--- src/rtl/uart_tick_gen_mc_if.sv ---
// uart_tick_gen_mc_if: scaler write port of the multi-channel tick generator.
// valid/ready handshake; chan selects the channel, scaler carries the value.
interface uart_tick_gen_mc_if #(
  parameter int unsigned CHANNELS     = 4,
  parameter int unsigned SCALER_WIDTH = 16
);
  localparam int unsigned CW = $clog2(CHANNELS) + 1;

  logic                    i_wr_valid;
  logic                    o_wr_ready;
  logic [CW-1:0]           i_wr_chan;
  logic [SCALER_WIDTH-1:0] i_wr_scaler;

  modport master (
    output i_wr_valid,
    output i_wr_chan,
    output i_wr_scaler,
    input  o_wr_ready
  );

  modport slave (
    input  i_wr_valid,
    input  i_wr_chan,
    input  i_wr_scaler,
    output o_wr_ready
  );
endinterface

--- src/rtl/uart_tick_gen_mc.sv ---
// uart_tick_gen_mc: per-channel programmable baud/oversample tick generator.
// Ports: i_clk/i_rst (sync, active-high), wr (scaler write port, slave),
//   i_restart (per-channel restart), o_tick, o_half_tick, o_active, o_err.
module uart_tick_gen_mc #(
  parameter int unsigned CHANNELS      = 4,
  parameter int unsigned SCALER_WIDTH  = 16,
  parameter int unsigned SPEED_UP_RATE = 0,
  parameter int unsigned RESET_SCALER  = 0
) (
  input  logic                i_clk,
  input  logic                i_rst,
  uart_tick_gen_mc_if.slave   wr,
  input  logic [CHANNELS-1:0] i_restart,
  output logic [CHANNELS-1:0] o_tick,
  output logic [CHANNELS-1:0] o_half_tick,
  output logic [CHANNELS-1:0] o_active,
  output logic                o_err
);
  localparam int unsigned CW = $clog2(CHANNELS) + 1;
  localparam int unsigned SW = SCALER_WIDTH;

  logic [SW-1:0] scaler_q [CHANNELS];
  logic [SW-1:0] scaler_d [CHANNELS];
  logic [SW-1:0] shadow_q [CHANNELS];
  logic [SW-1:0] shadow_d [CHANNELS];
  logic [SW-1:0] cnt_q    [CHANNELS];
  logic [SW-1:0] cnt_d    [CHANNELS];

  logic [CHANNELS-1:0] pend_q, pend_d;
  logic [CHANNELS-1:0] tick_q, tick_d;
  logic [CHANNELS-1:0] half_q, half_d;
  logic                err_q, err_d;
  logic                rdy, chan_ok;

  // eff = max(1, scaler >> SPEED_UP_RATE)
  function automatic logic [SW-1:0] eff_of(
    input logic [SW-1:0] s
  );
    logic [SW-1:0] e;
    e = s >> SPEED_UP_RATE;
    return (e == '0) ? SW'(1) : e;
  endfunction

  always_comb begin
    rdy     = 1'b1;
    chan_ok = 1'b0;
    for (int n = 0; n < CHANNELS; n++) begin
      if (wr.i_wr_chan == CW'(n)) begin
        rdy     = ~pend_q[n];
        chan_ok = 1'b1;
      end
    end
  end

  assign wr.o_wr_ready = rdy;

  always_comb begin
    logic [SW-1:0] last;
    logic          wrap;
    err_d  = err_q | (wr.i_wr_valid & ~chan_ok);
    pend_d = pend_q;
    tick_d = '0;
    half_d = '0;
    last   = '0;
    wrap   = 1'b0;
    for (int n = 0; n < CHANNELS; n++) begin
      scaler_d[n] = scaler_q[n];
      shadow_d[n] = shadow_q[n];
      cnt_d[n]    = cnt_q[n];
      last        = eff_of(scaler_q[n]) - SW'(1);
      wrap        = (cnt_q[n] == last);
      // accept only when idle, so it never races an apply
      if (wr.i_wr_valid && !pend_q[n] &&
          wr.i_wr_chan == CW'(n)) begin
        shadow_d[n] = wr.i_wr_scaler;
        pend_d[n]   = 1'b1;
      end
      if (i_restart[n] || scaler_q[n] == '0) begin
        cnt_d[n] = '0;
        if (pend_q[n]) begin
          scaler_d[n] = shadow_q[n];
          pend_d[n]   = 1'b0;
        end
      end else begin
        tick_d[n] = wrap;
        half_d[n] = (cnt_q[n] == (last >> 1));
        if (wrap) begin
          cnt_d[n] = '0;
          if (pend_q[n]) begin
            scaler_d[n] = shadow_q[n];
            pend_d[n]   = 1'b0;
          end
        end else begin
          cnt_d[n] = cnt_q[n] + SW'(1);
        end
      end
    end
  end

  always_ff @(posedge i_clk) begin
    if (i_rst) begin
      for (int n = 0; n < CHANNELS; n++) begin
        scaler_q[n] <= SW'(RESET_SCALER);
        shadow_q[n] <= '0;
        cnt_q[n]    <= '0;
      end
      pend_q <= '0;
      tick_q <= '0;
      half_q <= '0;
      err_q  <= 1'b0;
    end else begin
      for (int n = 0; n < CHANNELS; n++) begin
        scaler_q[n] <= scaler_d[n];
        shadow_q[n] <= shadow_d[n];
        cnt_q[n]    <= cnt_d[n];
      end
      pend_q <= pend_d;
      tick_q <= tick_d;
      half_q <= half_d;
      err_q  <= err_d;
    end
  end

  always_comb begin
    for (int n = 0; n < CHANNELS; n++)
      o_active[n] = (scaler_q[n] != '0);
  end

  assign o_tick      = tick_q;
  assign o_half_tick = half_q;
  assign o_err       = err_q;
endmodule

--- src/flat_wrapper.sv ---
// flat-port wrapper written by rule: the top's interface ports become plain ports
module uart_tick_gen_mc_flat 
#(
  parameter int unsigned CHANNELS      = 4,
  parameter int unsigned SCALER_WIDTH  = 16,
  parameter int unsigned SPEED_UP_RATE = 0,
  parameter int unsigned RESET_SCALER  = 0
)
  (i_clk, i_rst, i_restart, o_tick, o_half_tick, o_active, o_err, wr_i_wr_valid, wr_i_wr_chan, wr_i_wr_scaler, wr_o_wr_ready);
  uart_tick_gen_mc_if #(.CHANNELS(CHANNELS), .SCALER_WIDTH(SCALER_WIDTH)) wr_i ();
  input  logic i_clk;
  input  logic i_rst;
  input  logic [CHANNELS-1:0] i_restart;
  output logic [CHANNELS-1:0] o_tick;
  output logic [CHANNELS-1:0] o_half_tick;
  output logic [CHANNELS-1:0] o_active;
  output logic o_err;
  input wire logic [$bits(wr_i.i_wr_valid)-1:0] wr_i_wr_valid;
  input wire logic [$bits(wr_i.i_wr_chan)-1:0] wr_i_wr_chan;
  input wire logic [$bits(wr_i.i_wr_scaler)-1:0] wr_i_wr_scaler;
  output wire logic [$bits(wr_i.o_wr_ready)-1:0] wr_o_wr_ready;
  assign wr_i.i_wr_valid = wr_i_wr_valid;
  assign wr_i.i_wr_chan = wr_i_wr_chan;
  assign wr_i.i_wr_scaler = wr_i_wr_scaler;
  assign wr_o_wr_ready = wr_i.o_wr_ready;
  uart_tick_gen_mc #(.CHANNELS(CHANNELS), .SCALER_WIDTH(SCALER_WIDTH), .SPEED_UP_RATE(SPEED_UP_RATE), .RESET_SCALER(RESET_SCALER)) u_core (.i_clk(i_clk), .i_rst(i_rst), .wr(wr_i), .i_restart(i_restart), .o_tick(o_tick), .o_half_tick(o_half_tick), .o_active(o_active), .o_err(o_err));
endmodule
--- config.mk ---
export PLATFORM = sky130hd
export DESIGN_NAME = uart_tick_gen_mc_flat
export DESIGN_NICKNAME = d
export VERILOG_FILES = /design/src/rtl/uart_tick_gen_mc_if.sv /design/src/rtl/uart_tick_gen_mc.sv /design/src/flat_wrapper.sv
export SDC_FILE = /design/constraint.sdc
export NUM_CORES = 1
export LEC_CHECK = 0
export BUFFER_PORTS_ARGS = -buffer_cell sky130_fd_sc_hd__buf_2
export CORE_UTILIZATION = 60
export CTS_CLUSTER_DIAMETER = 40
export DETAILED_ROUTE_END_ITERATION = 16
export PLACE_DENSITY = 0.81
export SYNTH_ARGS = -nofsm -noshare
export SYNTH_HDL_FRONTEND = slang
export SYNTH_SLANG_ARGS = --single-unit
--- constraint.sdc ---
create_clock -name i_clk -period 6.9 [get_ports i_clk]
set_input_delay 0.345 -clock i_clk [delete_from_list [all_inputs] [get_ports i_clk]]
set_output_delay 0.345 -clock i_clk [all_outputs]
set_load 0.03 [all_outputs]
**Word-level counts from Yosys, hierarchy flattened**

Memory sizes are Yosys's and may differ from the RTL's.
Cells that the tools add are included.

- Add/sub/neg operators: 8
- Multiply operators: 0
- Divide/modulo/power cells: 0
- Magnitude comparators: 0
- Equality and inequality tests: 11
- Shift-type cells: 0
- Muxes and demuxes: 67
- Bitwise gates (word level): 19
- Reduce and logical (&&, ||, !) cells: 29

Operators with widths:

| operator | count |
|---|---|
| 16-bit two-way mux | 40 |
| 16-bit by 1-bit adder with 16-bit output (second input constant) | 4 |
| 16-bit by 15-bit == test with 1-bit output | 4 |
| 16-bit == test | 4 |
| 16-bit logical NOT | 4 |
| 16-bit nonzero test | 4 |
| 16-bit by 1-bit subtractor with 16-bit output (second input constant) | 4 |
| 1-bit two-way mux | 27 |
| 1-bit OR | 13 |
| 1-bit logical AND | 8 |
| 2-bit OR reduction | 4 |
| 3-bit by 2-bit == test with 1-bit output (second input constant) | 2 |
| 1-bit inverter | 5 |
| 1-bit logical NOT | 4 |
| 1-bit logical OR | 4 |
| 3-bit by 1-bit == test with 1-bit output (second input constant) | 1 |
| 3-bit logical NOT | 1 |
| 1-bit AND | 1 |

- Bits in registers: 13
- Latch bits: 0
- Memory bits (writable): 192
- ROM bits: 0
- Input port bits: 26
- Logic and storage cells: 147
- Memories: 3

Memories:

| name | words | bits a word | read ports | clocked after Yosys merged registers in | write ports | line | text |
|---|---|---|---|---|---|---|---|
| u_core.cnt_q | 4 | 16 | 4 | 0 | 4 | uart_tick_gen_mc.sv:26 | `logic [SW-1:0] cnt_q [CHANNELS];` |
| u_core.scaler_q | 4 | 16 | 4 | 0 | 4 | uart_tick_gen_mc.sv:22 | `logic [SW-1:0] scaler_q [CHANNELS];` |
| u_core.shadow_q | 4 | 16 | 4 | 0 | 4 | uart_tick_gen_mc.sv:24 | `logic [SW-1:0] shadow_q [CHANNELS];` |

**Longest topological paths before layout**

Gate-level depths: netlist of the first run.

- Depth in word-level cells: 8
- Mapped depth: 17
- Depth with buffers taken out: 13

**Worst setup path before layout of the first run**

Ideal clock, no wire load.

- Path kind: register -> register
- Start: mem u_core.scaler_q[0][0] (netlist name)
- End: mem u_core.scaler_q[0][10] (netlist name)
- Arrival: 4.189 ns
- Setup slack: 2.583 ns
- Cell stages (with the launch flop): 16
- Buffers on the path: 2
- Clock period less this slack: 4.317 ns
- Cells stage by stage: dfxtp_1 clkbuf_1 nor4_1 nand4_1 nor2_1 nor2_1 ha_1 or3b_2 nor3_1 o221ai_1 o311ai_1 or4_1 o41ai_4 buf_4 mux2i_1 nor2_1

RTL lines:

| what | line |
|---|---|
| start, declared | uart_tick_gen_mc.sv:22 |

==> results.cfg, run 1 <==
[finish]
fin_area_mm2 = 0.0138
final_cell_mix = dfxtp_1, nand2_1, nor2_1
final_util_pct = 67.6
layout-area-overhead-vs-synth_pct = 9.12
fillers = 1730
layout-drive-gt1-share_pct = 8.02
diodes = 0
fin_nets = 1631
mostFrequentLayoutCell = dfxtp_1

[floorplanning]
core-area_mm2 = 0.0205
die_area_mm2 = 0.0217
die_y_um = 147
die_x_um = 147
row_count = 52
initial_core_util_pct = 61.9
ios = 40

[sta]
setup_viol = 0
fmax_mhz = 188
finalSetupTns_ns = 0
setup_slack_ns = 1.57
layout_min_cycle_time_ns = 5.33
slew_violations = 0
final.period_utilization_pct = 77.2
max_slew_margin_pct = 22.7
hold_viol_final = 0
fin_skew_ns = 0.0131
tightest_slew_ns = 1.15
rsz0062_at_grt = false

[global_route]
antenna_found_initial = 0
grtUsageMet3_pct = 3.98
grt.met1_usage_pct = 41.9
grt_usage_pct = 31.8
overflow = 0
grt_first_pass_wirelength_um = 56200
met2_usage_pct = 52.6
busiest_layer = met2
grt_pass1_vias = 10900
grt_max_degree = 99

[synthesis]
synthCells = 1642
yosys.area_share.simple_pct = 29.8
synth-xor-area-share_pct = 12.9
synthDominantCellAreaShare_pct = 32.3
syn_nets = 1676
avgSynthCellArea_um2 = 7.73
synth_area_mm2 = 0.0127
synth_seq_cells = 205
yosys-mux-area-fraction_pct = 4.75
synth-compound-area-share_pct = 14.2
yosysTopAreaCell = dfxtp_1
synth_cell_types = 74
synth_edf_count = 0
synth_async_sr_flop_share_pct = 0
synth.area.top_cells = dfxtp_1, xnor2_1, nand2_1
synth_fa_ha_area_share_pct = 0.789
yosysWarnings = 0
synth_ff_type = dfxtp_1
synth_top_family_by_area = simple AND/OR/NAND/NOR gates
ys_seq_area_share_pct = 32.3

[pwr]
vdd.ir_drop.worst_mv = 0.224
power.total_uw = 2930
p_leak_uw = 0.00511
p_per_area_mw_per_mm2 = 212

[cts]
cts_resized = 0
clockRootBuffer = clkbuf_16
htreeDepth = 1
cts_max_path_buffers = 3
post_cts_buffers = 0
path_clk_slew_ns = 0.06
cts_hold_buf = 0
clk_latency_ns = 0.55
numCtsBuffers = 30
tritoncts = done
cts.sinks = 205

[worst_setup_path]
crit_chain = nor4_1 -> buf_4 -> nand3_1 -> nor2_1 -> nor2_1 -> ha_1 -> nor3b_1 -> nand4_1 -> a32oi_1 -> nand4_1 -> a2111oi_0 -> nand4_1 -> a21boi_2 -> mux2i_1
slowest_stage = a21boi_2
crit_fanout = 16
setup.worst_path.end_class = flip-flop
cpPeakStageDelay_ns = 0.95
startpoint_type = flip-flop
r2r_slack_ns = 1.57
crit_type = reg -> reg
cpMostUsedCell = nand4_1
arrival_ns = 5.79
required_ns = 7.37

[placed_design]
placed_cell_area_mm2 = 0.0128
io_buffers = 39
pre_cts_ws_ns = 1.66
gp_congestion = 0.982
hpwlAfterDp_um = 25100

[route]
first_pass_iters = 7
via_per_inst = 6.15
drt-initial-drc-count = 952
wire_per_inst_um = 18.3
antenna_left = 0
drt_wl_total_um = 34600
route.detailed.drc = 0
num_vias = 11600

[run]
drv_cap = 0

[outcome]
status = finished clean

[min_path]
min_path_type = in -> reg
## cell type report
cell class              instances  area (µm²)  share of cell area (%)
clock inverters                23         274                    1.98
clock buffers                  32         758                    5.47
repair buffers                 54         308                    2.22
inverters                      37         139                    1.00
well taps                     270         338                    2.44
multi-input cells            1269        7930                    57.3
flip-flops and latches        205        4100                    29.6
## synth_stat cells, drive strengths merged, types with 10 or more instances
| cell type | count |
|---|---|
| nand3 | 47 |
| nor2 | 188 |
| and2 | 12 |
| nand4 | 42 |
| xnor2 | 109 |
| nor2b | 19 |
| nand3b | 23 |
| nand2b | 46 |
| or3 | 17 |
| nor3b | 12 |
| mux2i | 58 |
| nor4 | 31 |
| inv | 37 |
| and3 | 26 |
| clkbuf | 107 |
| nor3 | 53 |
| o211ai | 10 |
| o21ai | 37 |
| nand2 | 196 |
| dfxtp | 205 |
| a21oi | 94 |
| a31oi | 12 |
| xor2 | 70 |
| or4 | 20 |
| o2bb2ai | 13 |
| buf | 24 |
| a311o | 12 |
## path summary, 6_finish.rpt
| kind | from | endpoint | cells after the start |
|---|---|---|---|
| worst max-delay path | u_core.scaler_q[2][4] | u_core.scaler_q[2][7] | 14 |
| worst min-delay path | i_restart[0] | u_core.o_tick[0] | 2 |
| worst max register to register | u_core.scaler_q[2][4] | u_core.scaler_q[2][7] | 14 |
| worst min register to register | u_core.shadow_q[0][10] | u_core.shadow_q[0][10] | 2 |
## critical path, delay by kind of cell, from the launching register on
kind	cells	cell delay, ns
AND/OR/NAND/NOR	8	2.20
multiplexers	1	0.31
buffers and inverters	1	0.18
AO/OA/AOI/OAI	3	1.74
flip-flops	1	0.51
adder cells (fa/ha/maj)	1	0.28
## logic make-up after synthesis
kind of cell	Yosys count
buffers and inverters	168
XOR/XNOR	182
flip-flops	205
adder cells (fa/ha/maj)	8
AO/OA/AOI/OAI	263
multiplexers	59
AND/OR/NAND/NOR	757
## registers in the layout (all words and copies together), names as in the netlist
| register | flops |
|---|---|
| u_core.o_tick | 4 |
| u_core.o_err | 1 |
| u_core.o_half_tick | 4 |
| u_core.pend_q | 4 |
| u_core.scaler_q | 64 |
| u_core.cnt_q | 64 |
| u_core.shadow_q | 64 |
## metal layers
metal  up-vias  part of all wire [%]
li1       5668                     -
met1      5437                    43
met2       433                    47
met3        93                   6.0
met4         0                   3.9
met5         -                     0
## where the power goes
| group | internal (µW) | switching (µW) |
|---|---|---|
| registers | 1190 | 8.18 |
| logic | 70.7 | 134 |
| clock network | 929 | 598 |
| total | 2190 | 741 |
## through the flow
stage	instances	hold slack, ns
finish	1890	0.0639
global route	1890	0.0428
CTS	1890	0.0337
detailed placement	1835	0.447
global placement	1834	0.442
floorplan	1642	0.421
No activity file was read; power rests on OpenSTA's default activity.
==> inputs of run 2 (changes only) <==
ABC_AREA = 1   (was unset)
clock period = 5.5 ns   (was 6.9 ns; I/O delays follow)
==> run 2 against run 1 <==
Against the previous run: worst hold slack worse by 0.017 ns; critical endpoint is now u_core.scaler_q[2][5]; sequential power is 30% higher; critical path depth rose by 3; highest routed layer unchanged; sequential share of layout area is 2.1 points higher; first-iteration DRC count is 21% lower.
==> results.cfg, run 2 <==
[pwr]
power.total_uw = 4570
vdd.ir_drop.worst_mv = 0.284
p_per_area_mw_per_mm2 = 353
p_leak_uw = 0.00539

[synthesis]
synth_area_mm2 = 0.0118
yosys.area_share.simple_pct = 34.7
synth_seq_cells = 205
synth-compound-area-share_pct = 12.2
synth_async_sr_flop_share_pct = 0
yosysWarnings = 0
synth.area.top_cells = dfxtp_1, nand2_1, nor2_1
ys_seq_area_share_pct = 34.7
synth_top_family_by_area = simple AND/OR/NAND/NOR gates
yosysTopAreaCell = dfxtp_1
synth_fa_ha_area_share_pct = 0.847
synthDominantCellAreaShare_pct = 34.7
synth-xor-area-share_pct = 7.33
synth_common_cells = nand2_1, nor2_1, inv_1
avgSynthCellArea_um2 = 6.53
yosys-mux-area-fraction_pct = 0
syn_nets = 1844
synth_cell_types = 44
synth_edf_count = 0
synth_ff_type = dfxtp_1
synth.most_common_cell = nand2_1
synthCells = 1810

[placed_design]
place_inst = 2042
hpwlAfterDp_um = 20900
gp_congestion = 0.953
io_buffers = 39

[cts]
clk_latency_ns = 0.54
tritoncts = done
numCtsBuffers = 28
htreeDepth = 1
cts.sinks = 205
clockRootBuffer = clkbuf_16
path_clk_slew_ns = 0.06
cts_max_path_buffers = 3
cts_resized = 0
post_cts_buffers = 0
cts_hold_buf = 0

[floorplanning]
die_x_um = 142
ios = 40
row_count = 50
die_y_um = 142
initial_core_util_pct = 62.1
core-area_mm2 = 0.0190
die_area_mm2 = 0.0203

[sta]
fmax_mhz = 287
fin_skew_ns = 0.0206
hold_viol_final = 0
fin_hold_ws_ns = 0.0465
slew_violations = 0
max_slew_margin_pct = 23.8
finalSetupTns_ns = 0
layout_min_cycle_time_ns = 3.48
setup_viol = 0
tightest_slew_ns = 1.14
final.period_utilization_pct = 63.4
rsz0062_at_grt = false

[route]
num_vias = 11200
first_pass_iters = 6
route.detailed.drc = 0
antenna_left = 0
wire_per_inst_um = 13.6
drt_wl_total_um = 28500
via_per_inst = 5.36
drt-initial-drc-count = 749

[worst_setup_path]
arrival_ns = 3.91
required_ns = 5.92
slowest_stage = nand2_2
startpoint_type = flip-flop
setup.worst_path.end_class = flip-flop
cpPeakStageDelay_ns = 0.44
r2r_slack_ns = 2.02
crit_type = reg -> reg
worst-r2r-cell-count = 17
worstSetupStartpoint = u_core.scaler_q[2][10]
rr_endpoint = u_core.scaler_q[2][5]
r2r_start = u_core.scaler_q[2][10]
endpoint = u_core.scaler_q[2][5]
crit_fanout = 32
crit_chain = nor2_1 -> nand2_1 -> nor2_1 -> nand2_2 -> nand2_1 -> inv_1 -> ha_1 -> nand2_2 -> xor2_1 -> xor2_1 -> nand3_1 -> nor3_2 -> nand3_2 -> nand2_2 -> nand3_1 -> nand2_1 -> nor2_1

[global_route]
grt_max_degree = 69
overflow = 0
grt_first_pass_wirelength_um = 46900
grt_usage_pct = 28.5
antenna_found_initial = 2
grt_pass1_vias = 9809

[finish]
fin_cells = 2095
final_cell_mix = nand2_1, nor2_1, inv_1
layout-area-overhead-vs-synth_pct = 9.38
layout-drive-gt1-share_pct = 7.53
mostFrequentLayoutCell = nand2_1
final_util_pct = 68.0
reg_top3 = u_core.cnt_q: 64 flops, u_core.scaler_q: 64 flops, u_core.shadow_q: 64 flops
fin_nets = 1846

[run]
drv_cap = 0

[min_path]
hold-path-cell-count = 2
min_path_type = in -> reg

[outcome]
status = finished clean
## run 2: changes by cell type in the layout (fill, tap and decap cells not counted), moves of 23 or more
cell      change
nor2_1       +63
a21oi_1      +71
o21ai_0      +52
inv_1       +180
mux2i_1      -58
nand3_1     +134
and3_1       -23
nand2_1     +164
nand2b_1     -46
xnor2_1      -96
## run 2: layout make-up
class	instances	area, µm²
Sequential cell	205	4100
Timing Repair Buffer	41	210
Tap cell	260	325
Antenna cell	2	5.00
Multi-Input combinational cell	1312	6520
Inverter	224	842
Fill cell	1734	6090
Clock inverter	19	176
Clock buffer	32	746
## run 2: per-stage QoR
| step | area [µm²] | setup WS [ns] |
|---|---|---|
| finish | 12900 | 2.02 |
| detailed placement | 12000 | 2.06 |
| global route | 12900 | 1.62 |
| floorplan | 11800 | 2.73 |
| global placement | 12000 | 2.09 |
| CTS | 12900 | 2.02 |
## run 2: kinds of logic (layout without fill, tap and decap cells)
logic type,after synthesis,in the layout
and+or+nand+nor,928,928
buffers and inverters,293,316
AOI/OAI and AO/OA,278,278
DFF,205,205
xor gates and xnor gates,98,98
adders and majority gates,8,8
other,0,2
## run 2: power by group
part / total (µW) / leakage (µW) / internal (µW) / switching [µW]
combinational: 1250 / 0.00328 / 417 / 834
sequential: 1560 / 0.00166 / 1520 / 40.2
clock: 1750 / 0.000455 / 1040 / 710
## run 2: worst max-delay path, delay by kind of cell, from the launching register on
family / cells / cell delay, ns
fa+ha+maj: 1 / 0.23
flops: 1 / 0.35
buf+inv: 1 / 0.07
xor+xnor: 2 / 0.53
simple gates: 13 / 2.15
## run 2: worst min path at each step
| stage | startpoint | endpoint | slack [ns] |
|---|---|---|---|
| 2_1_floorplan | i_rst | u_core.pend_q[2] | 0.34 |
| 4_1_cts | i_rst | u_core.pend_q[2] | 0.02 |
| 6_report | i_rst | u_core.pend_q[2] | 0.05 |
| 3_5_place_dp | u_core.shadow_q[1][10] | u_core.shadow_q[1][10] | 0.45 |
| 5_1_grt | i_rst | u_core.pend_q[3] | 0.05 |
| 3_3_place_gp | u_core.shadow_q[3][13] | u_core.shadow_q[3][13] | 0.44 |
## run 2: per-layer routing
| metal | global-route usage (%) | share of wire (%) | vias up |
|---|---|---|---|
| met5 | 0 | 0 | - |
| met4 | 10.2 | 3.4 | 0 |
| met3 | 3.47 | 4.5 | 62 |
| met2 | 47.6 | 46 | 262 |
| met1 | 37.7 | 46 | 5038 |
| li1 | - | - | 5871 |
